## src/rtl/actor_2_sink.sv

```systemverilog
// actor_2_sink: consumer end of the Actor_2 source2 FIFO channel.
// Accepts up to NTOK tokens per run into a small buffer, tracking the running
// sum and token count, then holds in FULL until a restart pulse.
module actor_2_sink #(
  parameter int NTOK   = 5,
  parameter int DATA_W = 8
) (
  input  logic              CLK,
  input  logic              RESET,
  input  logic [DATA_W-1:0] sink_DATA,
  input  logic              sink_SEND,
  input  logic [15:0]       sink_COUNT,
  output logic              sink_ACK,
  output logic              sink_RDY,
  input  logic              restart,
  input  logic [2:0]        rd_addr,
  output logic [DATA_W-1:0] rd_data,
  output logic [31:0]       tok_cnt,
  output logic [15:0]       sum,
  output logic              full,
  output logic              err
);

  typedef enum logic [1:0] {
    ARM0,
    ARM1,
    RUN,
    FULL
  } state_t;

  localparam logic [31:0] NTOK_W = 32'(NTOK);

  state_t            state;
  state_t            state_nxt;
  logic [DATA_W-1:0] buf_mem [8];
  logic              budget_left;
  logic              fire;

  // State register; reset parks the kicker in ARM0.
  always_ff @(posedge CLK or posedge RESET) begin
    if (RESET) begin
      state <= ARM0;
    end else begin
      state <= state_nxt;
    end
  end

  // Next-state logic plus the combinational handshake and status outputs.
  always_comb begin
    state_nxt   = state;
    budget_left = (tok_cnt < NTOK_W);
    fire        = 1'b0;
    sink_RDY    = 1'b0;
    full        = 1'b0;
    unique case (state)
      ARM0: state_nxt = ARM1;
      ARM1: state_nxt = RUN;
      RUN: begin
        sink_RDY = budget_left;
        fire     = sink_SEND && budget_left;
        if (fire && ((tok_cnt + 32'd1) == NTOK_W)) begin
          state_nxt = FULL;
        end
      end
      FULL: begin
        full = 1'b1;
        if (restart) begin
          state_nxt = RUN;
        end
      end
      default: state_nxt = ARM0;
    endcase
    sink_ACK = fire;
  end

  // Token capture, running sum/count, and the sticky no-count error.
  always_ff @(posedge CLK or posedge RESET) begin
    if (RESET) begin
      tok_cnt <= '0;
      sum     <= '0;
      err     <= 1'b0;
      for (int unsigned k = 0; k < 8; k++) begin
        buf_mem[k] <= '0;
      end
    end else if (fire) begin
      buf_mem[tok_cnt[2:0]] <= sink_DATA;
      sum                   <= sum + 16'(sink_DATA);
      tok_cnt               <= tok_cnt + 32'd1;
      if (sink_COUNT == '0) begin
        err <= 1'b1;
      end
    end else if ((state == FULL) && restart) begin
      // Buffer contents and err survive a restart; only the run totals clear.
      tok_cnt <= '0;
      sum     <= '0;
    end
  end

  // Asynchronous read port; addresses beyond the run budget read as zero.
  always_comb begin
    rd_data = '0;
    if ({29'd0, rd_addr} < NTOK_W) begin
      rd_data = buf_mem[rd_addr];
    end
  end

endmodule
```

## config.mk

```make
export PLATFORM = sky130hd
export DESIGN_NAME = actor_2_sink
export DESIGN_NICKNAME = d
export VERILOG_FILES = /design/src/rtl/actor_2_sink.sv
export SDC_FILE = /design/constraint.sdc
export NUM_CORES = 1
export LEC_CHECK = 0
export BUFFER_PORTS_ARGS = -buffer_cell sky130_fd_sc_hd__buf_2
export CAP_MARGIN = 30
export CORE_MARGIN = 3
export CORE_UTILIZATION = 30
export CTS_BUF_LIST = sky130_fd_sc_hd__clkbuf_8
export CTS_CLUSTER_SIZE = 10
export DETAILED_ROUTE_END_ITERATION = 10
export GPL_TIMING_DRIVEN = 0
export SYNTH_ARGS = -nofsm -noshare
export SYNTH_HDL_FRONTEND = slang
export SYNTH_SLANG_ARGS = --single-unit
```

## constraint.sdc

```tcl
create_clock -name CLK -period 3.4 [get_ports CLK]
set_input_delay 0.17 -clock CLK [delete_from_list [all_inputs] [get_ports CLK]]
set_output_delay 0.17 -clock CLK [all_outputs]
set_load 0.02 [all_outputs]
```

==> run metrics, run 1 <==
status complete, no violations; maximum clock path buffer count 2; Post-synth EDFFs 0; CTS Sinks 91; Overflow after GRT 0; Area growth syn-to-layout 21.5%; Max stage delay on crit path 0.66 ns; critical path required time roughly 3.7 ns; Switching Fraction 0.378; register bit total from synthesis 91; Max VDD drop approximately 0.32 mV; number of synthesis warnings 0; area of the multi-input gates 1940 µm²; most common cell in the netlist dfrtp_1; Flop pwr share 0.391; DRC Markers 0; Final Max Slew Viols 0; Syn Std Cell Area approximately 4300 µm²; Root Buffer clkbuf_8; critical path arrival approximately 3.1 ns; GRT Resource Usage Total 0.134; max_slew headroom 0.527; Top Ports just over 90; largest net degree at the start of global routing 70; wire per inst around 16 µm; Yosys top cell area share 0.528; DR iter-0 viols 143; n_diodes 0; share of layout cells above drive strength 1 0.326; initial antenna violation count 0; Worst Hold Class primary input to flop; global placement routability congestion ~0.81; clock-pin slew on the worst setup and hold paths 0.09 ns; Clk pwr share 0.198; drt first pass iters 4; dominant cells by area after synthesis dfrtp_1 53%, mux2_2 11%, mux2i_1 6.5%; P_int around 0.0026 W; Fill cells between 1000 and 1500; worst slew pin tran ~0.7 ns; Setup CP Type flop to flop; TritonCTS clock tree built; Final #Nets between 500 and 600; P_leak around 2.7 nW; Initial Utilization 0.308; capturing element type of the critical path flop; ys async rst share 1.00; post-synthesis cell type count 42; critical path fanouts, max 8; number of CTS-inserted buffers 9; first-pass GRT wire length 16900 µm; Comb pwr share 0.411; Power Total ~0.0042 W; Max Cap Violations 0; register area approximately 2300 µm²; Detailed Route WL a little over 10000 µm; Synth top cells by count 91 x dfrtp_1, 41 x mux2_2, 33 x and2_1; vias in the first global route roughly 3200; Slowest cell on crit path nor4b_4; Post-synth top flop dfrtp_1; Sum Neg Setup Slack 0 ns; die width ~130 µm; Pwr Density roughly 800 nW/µm²; Final min period 2.85 ns; number of I/O port buffers 88; RSZ-0062 raised after global routing false; CP Launch Type flop; Die ar. 15900 µm²; Syn Area/Cell about 12 µm²; net count after synthesis 416; FP Rows 43; Final Skew 0.0109 ns; sequential share of the synthesized area 0.528; later-pin clock latency in the skew report 0.37 ns; Cell Chain, Critical Path clkbuf_1, inv_1, ha_1, nand2b_1, nand3_1, nor4_4, nor4b_4, mux2_2; final hold vios 0; post_cts resized 0; Core ar. ~14000 µm²; Cells after Synth 373; H-tree Lvls 3; NetSw about 0.0016 W; chip height 126 µm; Max Freq around 350 MHz; biggest area consumer among synthesized cells dfrtp_1; setup violators final 0; routed via count 3187; ANT nets after route 0; final period utilization 0.838; vias per std cell between 4 and 5; post-DP HPWL 7830 µm
==> state kept, by name, indices dropped and copies added, names as in the netlist <==
signal,flops
tok_cnt,32
sum,16
buf_mem,40
err,1
state,2
==> power by group through the flow <==
stage / clock, W / sequential (W) / combinational (W)
after CTS: 0.000852 / 0.00163 / 0.00175
after global routing: 0.000899 / 0.00168 / 0.00192
final: 0.000825 / 0.00163 / 0.00172
after detailed placement: 0 / 0.00166 / 0.00175
after floorplan: 0 / 0.00170 / 0.00118
after global placement: 0 / 0.00163 / 0.00168
==> metal layers <==
layer,share of wire,vias to the layer above,global-route usage
met4,0.010,0,0.0410
met5,0,-,0
met3,0.058,8,0.0428
li1,-,1534,-
met2,0.46,77,0.209
met1,0.47,1568,0.178
==> cells in the final DEF (no fill, tap or decap), drive strengths merged, types with 3 or more instances in the layout <==
master  synthesis  final
xor2            3      3
nor2           13     13
o21a            3      3
nand2          27     27
mux2i          28     28
nand4           9      9
and2           33     33
buf             6     95
nor4           11     11
dfrtp          91     91
nand3           7      7
a21oi          15     15
o21ai          12     12
inv             6      9
nand2b          4      4
clkbuf         11     21
ha             11     11
o22ai           8      8
mux2           41     41
nor3            4      4
and3            8      8
==> through the flow <==
step	instance area [µm²]	hold slack (ns)	instances	util	setup WS [ns]
after floorplan	4320	0.256	373	-	0.866
after global placement	4980	0.405	641	0.356	-0.217
after detailed placement	5010	0.162	642	0.358	0.536
after CTS	5250	0.000542	659	0.375	0.495
after global routing	5250	0.00928	659	0.375	0.229
final	5250	0.0202	659	0.375	0.551
==> critical path, delay by kind of cell, from the launching register on <==
| kind | cells | cell delay [ns] |
|---|---|---|
| flip-flops | 1 | 0.41 |
| buffers and inverters | 2 | 0.37 |
| AND/OR/NAND/NOR | 4 | 1.38 |
| adder cells (fa/ha/maj) | 1 | 0.15 |
| multiplexers | 1 | 0.41 |
==> logic make-up (layout without fill, tap and decap cells) <==
kind of cell	count (synthesis)	count (layout)	share of synthesized area
flops	91	91	0.528
fa+ha+maj	12	12	0.0365
xor+xnor	4	4	0.00812
mux	69	69	0.172
simple gates	126	126	0.168
compound gates	48	48	0.0664
buf+inv	23	129	0.0217
==> layout make-up <==
class | count | share of cell area
Sequential cell | 91 | 0.434
Multi-Input combinational cell | 259 | 0.371
Timing Repair Buffer | 90 | 0.0911
Tap cell | 180 | 0.0429
Clock buffer | 10 | 0.0262
Clock inverter | 6 | 0.0165
Buffer | 17 | 0.0136
Inverter | 6 | 0.00477
==> worst paths after layout <==
kind | slack, ns | to | start | cells past startpoint
worst max-delay path | 0.55 | buf_mem[47] | tok_cnt[0] | 8
worst min-delay path | 0.02 | tok_cnt[3] | restart | 2
worst max register to register | 0.55 | buf_mem[47] | tok_cnt[0] | 8
worst min register to register | 0.47 | sum[15] | sum[15] | 1
max in group asynchronous | 2.46 | tok_cnt[28] | RESET | 4
min in group asynchronous | 0.31 | buf_mem[41] | RESET | 3
==> timing repair <==
| item | CTS | global route |
|---|---|---|
| hold buffers | 1 | 0 |
| endpoints found under the hold margin | 22 | 0 |
| setup buffers | 0 | 0 |
(Power assumes the default switching activity.)
==> run 2, diff against run 1 <==
==> constraint.sdc (replaced) <==
create_clock -name CLK -period 2.6 [get_ports CLK]
set_input_delay 0.13 -clock CLK [delete_from_list [all_inputs] [get_ports CLK]]
set_output_delay 0.13 -clock CLK [all_outputs]
set_load 0.02 [all_outputs]
==> run 2 against run 1 <==
Against the previous run:
- non-clock buffer count up 2
- critical path type unchanged
- sequential power up 32%
- largest power group unchanged
- first-iteration DRC count down 3.5%
- clock skew up 0.0014 ns
- critical endpoint is now buf_mem[24]
==> run metrics, run 2 (synthesis gave the netlist of run 1 again) <==
ANT nets after route 0 (unchanged); capturing element type of the critical path flop; Post-Place Cells 642 (unchanged); Initial Utilization 0.308 (unchanged); NetSw 0.00207 W (+31%); Setup CP Type flop to flop; clock-pin slew on the worst setup and hold paths 0.09 ns (about the same); RSZ-0062 raised after global routing false; Comb pwr share 0.412 (about the same); largest net degree at the start of global routing 70 (unchanged); number of I/O port buffers 88 (unchanged); Core ar. 14000 µm² (unchanged); Area growth syn-to-layout 22.7%; P_leak 2.69 nW (+0.80%); Fill cells 1386 (-0.72%); die width 126 µm (unchanged); wire per inst 15.7 µm (about the same); critical path arrival 2.67 ns (-0.43 ns); CTS Sinks 91 (unchanged); GRT Resource Usage Total 0.134 (about the same); final hold vios 0 (unchanged); vias in the first global route 3223 (+0.16%); worst slew pin tran 0.701 ns (-0.00642 ns); share of layout cells above drive strength 1 0.339 (+0.0132); drt first pass iters 4 (unchanged); Clk pwr share 0.197 (about the same); critical path required time 2.85 ns (-0.81 ns); Die ar. 15900 µm² (unchanged); Pwr Density 1040 nW/µm² (+31%); chip height 126 µm (unchanged); Final min period 2.42 ns (-0.433 ns); P_int 0.00342 W (+32%); Sum Neg Setup Slack 0 ns (unchanged); Largest Register buf_mem; Max Cap Violations 0 (unchanged); n_diodes 0 (unchanged); Final Skew 0.0123 ns (+0.00143 ns); Worst Hold Class primary input to flop; first-pass GRT wire length 16900 µm (unchanged); number of CTS-inserted buffers 9 (unchanged); Flop pwr share 0.392 (about the same); final period utilization 0.929 (+0.0912); critical path fanouts, max 9 (+1); Final Max Slew Viols 0 (unchanged); DR iter-0 viols 138 (-3.5%); maximum clock path buffer count 2 (unchanged); H-tree Lvls 3 (unchanged); TritonCTS clock tree built; Top Ports 91 (unchanged); Power Total 0.00549 W (+32%); Switching Fraction 0.377 (-0.00112); global placement routability congestion 0.811 (unchanged); DRC Markers 0 (unchanged); Final Non-Filler Cells 661 (+0.30%); status complete, no violations; Overflow after GRT 0 (unchanged); max reg flops 40 (unchanged); initial antenna violation count 0 (unchanged); vias per std cell 4.82 (-0.24%); routed via count 3189 (+0.063%); commonest non-fill, non-tap cell in the layout dfrtp_1; Largest regs buf_mem: 40 flops, tok_cnt: 32 flops, sum: 16 flops; most frequent cells in the layout 90 x dfrtp_1, 89 x buf_2, 41 x mux2_2; setup violators final 0 (unchanged); FP Rows 43 (unchanged); max_slew headroom 0.533 (+0.00628); Root Buffer clkbuf_8; later-pin clock latency in the skew report 0.37 ns (about the same); Detailed Route WL 10400 µm (+0.40%); Max Freq 414 MHz (+18%); post-DP HPWL 7830 µm (unchanged); CP Launch Type flop; Final #Nets 519 (+0.39%); Max VDD drop 0.415 mV (+30%)
## run 2: cell count changes in the layout (fill, tap and decap cells not counted), sizes merged
cell / previous run / this run
buf: 95 / 96
dlygate4sd3: 1 / 2
## run 2: what timing repair did
item | CTS | global route
resized for setup | 2 | 4
setup endpoints to repair | 54 | 57
pin swaps | 2 | 1
setup buffers | 2 | 1
hold buffers | 2 | 0
endpoints found under the hold margin | 23 | 0
## run 2: layer usage
layer / vias up / routed length, µm / part of all wire / GRT usage
met4: 0 / 115 / 0.011 / 0.0410
met1: 1577 / 4920 / 0.47 / 0.178
met5: - / 0 / 0 / 0
met3: 10 / 555 / 0.053 / 0.0428
met2: 69 / 4810 / 0.46 / 0.209
li1: 1533 / - / - / -
## run 2: layout make-up
| cell class | instances | area (µm²) | share of cell area |
|---|---|---|---|
| clock buffers | 10 | 138 | 0.0260 |
| plain buffers | 15 | 70.1 | 0.0132 |
| inverters | 6 | 25.0 | 0.00473 |
| repair buffers | 94 | 523 | 0.0988 |
| clock inverters | 6 | 86.3 | 0.0163 |
| multi-input cells | 259 | 1950 | 0.368 |
| well taps | 180 | 225 | 0.0425 |
| flip-flops and latches | 91 | 2280 | 0.430 |
## run 2: through the flow
| stage | instance area (µm²) | hold WS [ns] | worst slack [ns] | utilization |
|---|---|---|---|---|
| after floorplan | 4320 | 0.216 | 0.106 | - |
| after global placement | 4980 | 0.365 | -0.977 | 0.356 |
| after detailed placement | 5010 | 0.122 | -0.264 | 0.358 |
| after CTS | 5290 | 0.0164 | 0.00867 | 0.378 |
| after global routing | 5300 | 0.0310 | 0.00271 | 0.379 |
| final | 5300 | 0.0247 | 0.184 | 0.379 |
## run 2: critical path, stage by stage, from the launching register on
cell,delay (ns)
dfrtp_2,0.49
inv_1,0.14
ha_1,0.15
nand2b_1,0.12
nand3_1,0.17
nor4_4,0.28
buf_4,0.18
and4_1,0.20
clkbuf_4,0.21
mux2_2,0.35
## run 2: final timing paths
kind	from	to	slack, ns	cells past startpoint
min in group asynchronous	RESET	buf_mem[41]	0.27	3
max in group asynchronous	RESET	tok_cnt[0]	1.68	4
worst max-delay path	tok_cnt[0]	buf_mem[24]	0.18	9
worst max register to register	tok_cnt[0]	buf_mem[24]	0.18	9
worst min-delay path	sink_COUNT[10]	err	0.02	4
worst min register to register	sum[15]	sum[15]	0.47	1
## run 2: power by group through the flow
| stage | clock [W] | sequential, W | combinational [W] |
|---|---|---|---|
| after floorplan | 0 | 0.00222 | 0.00154 |
| after global placement | 0 | 0.00213 | 0.00220 |
| after detailed placement | 0 | 0.00217 | 0.00228 |
| after CTS | 0.00111 | 0.00214 | 0.00232 |
| final | 0.00108 | 0.00215 | 0.00226 |
| after global routing | 0.00118 | 0.00222 | 0.00252 |
==> run 3, diff against run 2 <==
==> constraint.sdc (replaced) <==
create_clock -name CLK -period 2.2 [get_ports CLK]
set_input_delay 0.11 -clock CLK [delete_from_list [all_inputs] [get_ports CLK]]
set_output_delay 0.11 -clock CLK [all_outputs]
set_load 0.02 [all_outputs]
==> run 3 against run 2 <==
Against the previous run:
- the run now ends with negative setup slack left
- first-iteration DRC count down 8.7%
- via count up 0.97%
- combinational power up 37%
- count of clock-buffer cells in the layout unchanged
- sequential share of layout area down 2.0 points
- non-clock buffer count up 10
- die area unchanged
- cell area up 5.0%
- wire length up 4.0%
- largest power group unchanged
==> run metrics, run 3 (synthesis gave the netlist of run 1 again) <==
clock-pin slew on the worst setup and hold paths 0.09 ns (about the same); n_diodes 0 (unchanged); global placement routability congestion 0.797 (-1.6%); wire per inst 16.1 µm (+2.6%); vias per std cell 4.81 (-0.38%); Detailed Route WL 10800 µm (+4.0%); Final Skew 0.00974 ns (-0.00259 ns); Final #Nets 529 (+1.9%); status finished, violations left; RSZ-0062 raised after global routing true; DR iter-0 viols 126 (-8.7%); Setup CP Type flop to flop; worst r2r src tok_cnt[29]; share of layout cells above drive strength 1 0.373 (+0.0346); Power Total 0.00677 W (+23%); Sum Neg Setup Slack -0.167 ns (-0.167 ns); first-pass GRT wire length 17900 µm (+5.7%); FP Rows 43 (unchanged); worst r2r dst buf_mem[42]; final period utilization 1.01 (+0.0830); Worst Slack Setup Final -0.0266 ns (-0.211 ns); P_int 0.00421 W (+23%); Switching Fraction 0.378 (+0.000463); die width 126 µm (unchanged); Root Buffer clkbuf_8; GRT Resource Usage Total 0.140 (+0.00645); drt first pass iters 4 (unchanged); critical path required time 2.45 ns (-0.40 ns); final hold vios 0 (unchanged); crit path buf inv count 2 (-1); maximum clock path buffer count 2 (unchanged); worst-case reg-to-reg path depth 7 (-2); Fill cells 1352 (-2.5%); CTS Sinks 91 (unchanged); Cell Chain, Critical Path nor4_4, nand2_2, nor4_4, buf_4, nor4b_4, buf_12, mux2_4; chip height 126 µm (unchanged); largest net degree at the start of global routing 38 (-46%); Core ar. 14000 µm² (unchanged); Max VDD drop 0.687 mV (+66%); capturing element type of the critical path flop; NetSw 0.00256 W (+23%); TritonCTS clock tree built; reg2reg setup slack -0.03 ns (-0.21 ns); Slowest cell on crit path dfrtp_1; Final Max Slew Viols 0 (unchanged); Flop pwr share 0.372 (-0.020); CP top delay family simple AND/OR/NAND/NOR gates; Pwr Density 1220 nW/µm² (+17%); failing checks negative setup slack; max_slew headroom 0.523 (-0.00999); Max Freq 449 MHz (+8.5%); P_leak 2.83 nW (+5.1%); Largest regs buf_mem: 40 flops, tok_cnt: 32 flops, sum: 16 flops; Critical path origin tok_cnt[29]; post-DP HPWL 7730 µm (-1.2%); Top Ports 91 (unchanged); routed via count 3220 (+0.97%); Overflow after GRT 0 (unchanged); Clk pwr share 0.172 (-0.025); most frequent cells in the layout 89 x buf_2, 89 x dfrtp_1, 33 x and2_1; register area 2280 µm² (about the same); Final min period 2.23 ns (-0.189 ns); Critical Path Most Common Cell nor4_4; vias in the first global route 3373 (+4.7%); Critical Path Stages 7 (-2); Comb pwr share 0.456 (+0.044); Largest Register buf_mem; area of the multi-input gates 2110 µm² (+8.4%); max reg flops 40 (unchanged); critical path fanouts, max 8 (-1); CP Launch Type flop; Worst Setup EP buf_mem[42]; initial antenna violation count 0 (unchanged); ANT nets after route 0 (unchanged); Post-Route Utilization 0.397 (+0.0189); Max Cap Violations 0 (unchanged); worst slew pin tran 0.716 ns (+0.0150 ns); number of I/O port buffers 88 (unchanged); later-pin clock latency in the skew report 0.37 ns (about the same); critical path arrival 2.48 ns (-0.19 ns); Area growth syn-to-layout 28.8%; Worst Hold Class primary input to flop; Initial Utilization 0.308 (unchanged); setup violators final 8 (+8); Max stage delay on crit path 0.43 ns (-0.06 ns); H-tree Lvls 3 (unchanged); DRC Markers 0 (unchanged); Die ar. 15900 µm² (unchanged); number of CTS-inserted buffers 9 (unchanged)
-- run 3: cell types whose count changed in the layout (fill, tap and decap cells not counted), moves of 3 or more --
| cell | delta |
|---|---|
| buf_4 | +4 |
| mux2_2 | -24 |
| mux2_4 | +24 |
| nor4_1 | -5 |
| buf_6 | +3 |
| nor4_2 | +3 |
| buf_12 | +3 |
-- run 3: how the worst min path moves through the flow --
stage,end,slack (ns),startpoint,cells past startpoint
5_1_grt,err,0.04,sink_COUNT[7],4
4_1_cts,err,0.001,sink_COUNT[7],4
6_report,err,0.02,sink_COUNT[14],4
3_5_place_dp,tok_cnt[24],0.23,RESET,2
3_3_place_gp,tok_cnt[3],0.33,restart,2
2_1_floorplan,tok_cnt[3],0.20,restart,1
-- run 3: through the flow --
step / hold WS, ns / cell area (µm²) / cells / setup WS [ns]
final: 0.0209 / 5560 / 670 / -0.0266
after global routing: 0.0370 / 5560 / 670 / -0.142
after detailed placement: 0.231 / 5040 / 643 / -0.486
after floorplan: 0.196 / 4340 / 373 / -0.0299
after global placement: 0.329 / 5000 / 641 / -0.388
after CTS: 0.00131 / 5420 / 669 / -0.0517
-- run 3: repair_timing --
action | in CTS | in global routing
hold buffers | 4 | 0
hold endpoints to repair | 30 | 0
gates cloned | 0 | 0
endpoints found under the setup margin | 67 | 62
buffers inserted | 8 | 1
gates resized for setup | 20 | 38
pin swaps | 6 | 4
-- run 3: cell type report --
cell class | count | area share
Clock buffer | 10 | 0.0248
Timing Repair Buffer | 103 | 0.109
Inverter | 6 | 0.00563
Buffer | 16 | 0.0191
Clock inverter | 5 | 0.0110
Multi-Input combinational cell | 259 | 0.380
Sequential cell | 91 | 0.410
Tap cell | 180 | 0.0405
-- run 3: routing by layer --
layer	global-route usage	share of wire
met3	0.0339	0.046
met1	0.184	0.47
met4	0.0454	0.013
met5	0	0
met2	0.229	0.47
-- run 3: worst min-delay path, stage by stage --
cell and delay, ns:
buf_2 0.07, nor4_1 0.04, nand4_1 0.08, o21bai_1 0.06
-- run 3: power groups by stage --
stage / sequential, W / combinational [W] / clock, W
2_1_floorplan: 0.00263 / 0.00185 / 0
3_3_place_gp: 0.00252 / 0.00262 / 0
3_5_place_dp: 0.00255 / 0.00271 / 0
4_1_cts: 0.00251 / 0.00289 / 0.00121
5_1_grt: 0.00261 / 0.00341 / 0.00128
6_report: 0.00252 / 0.00309 / 0.00117
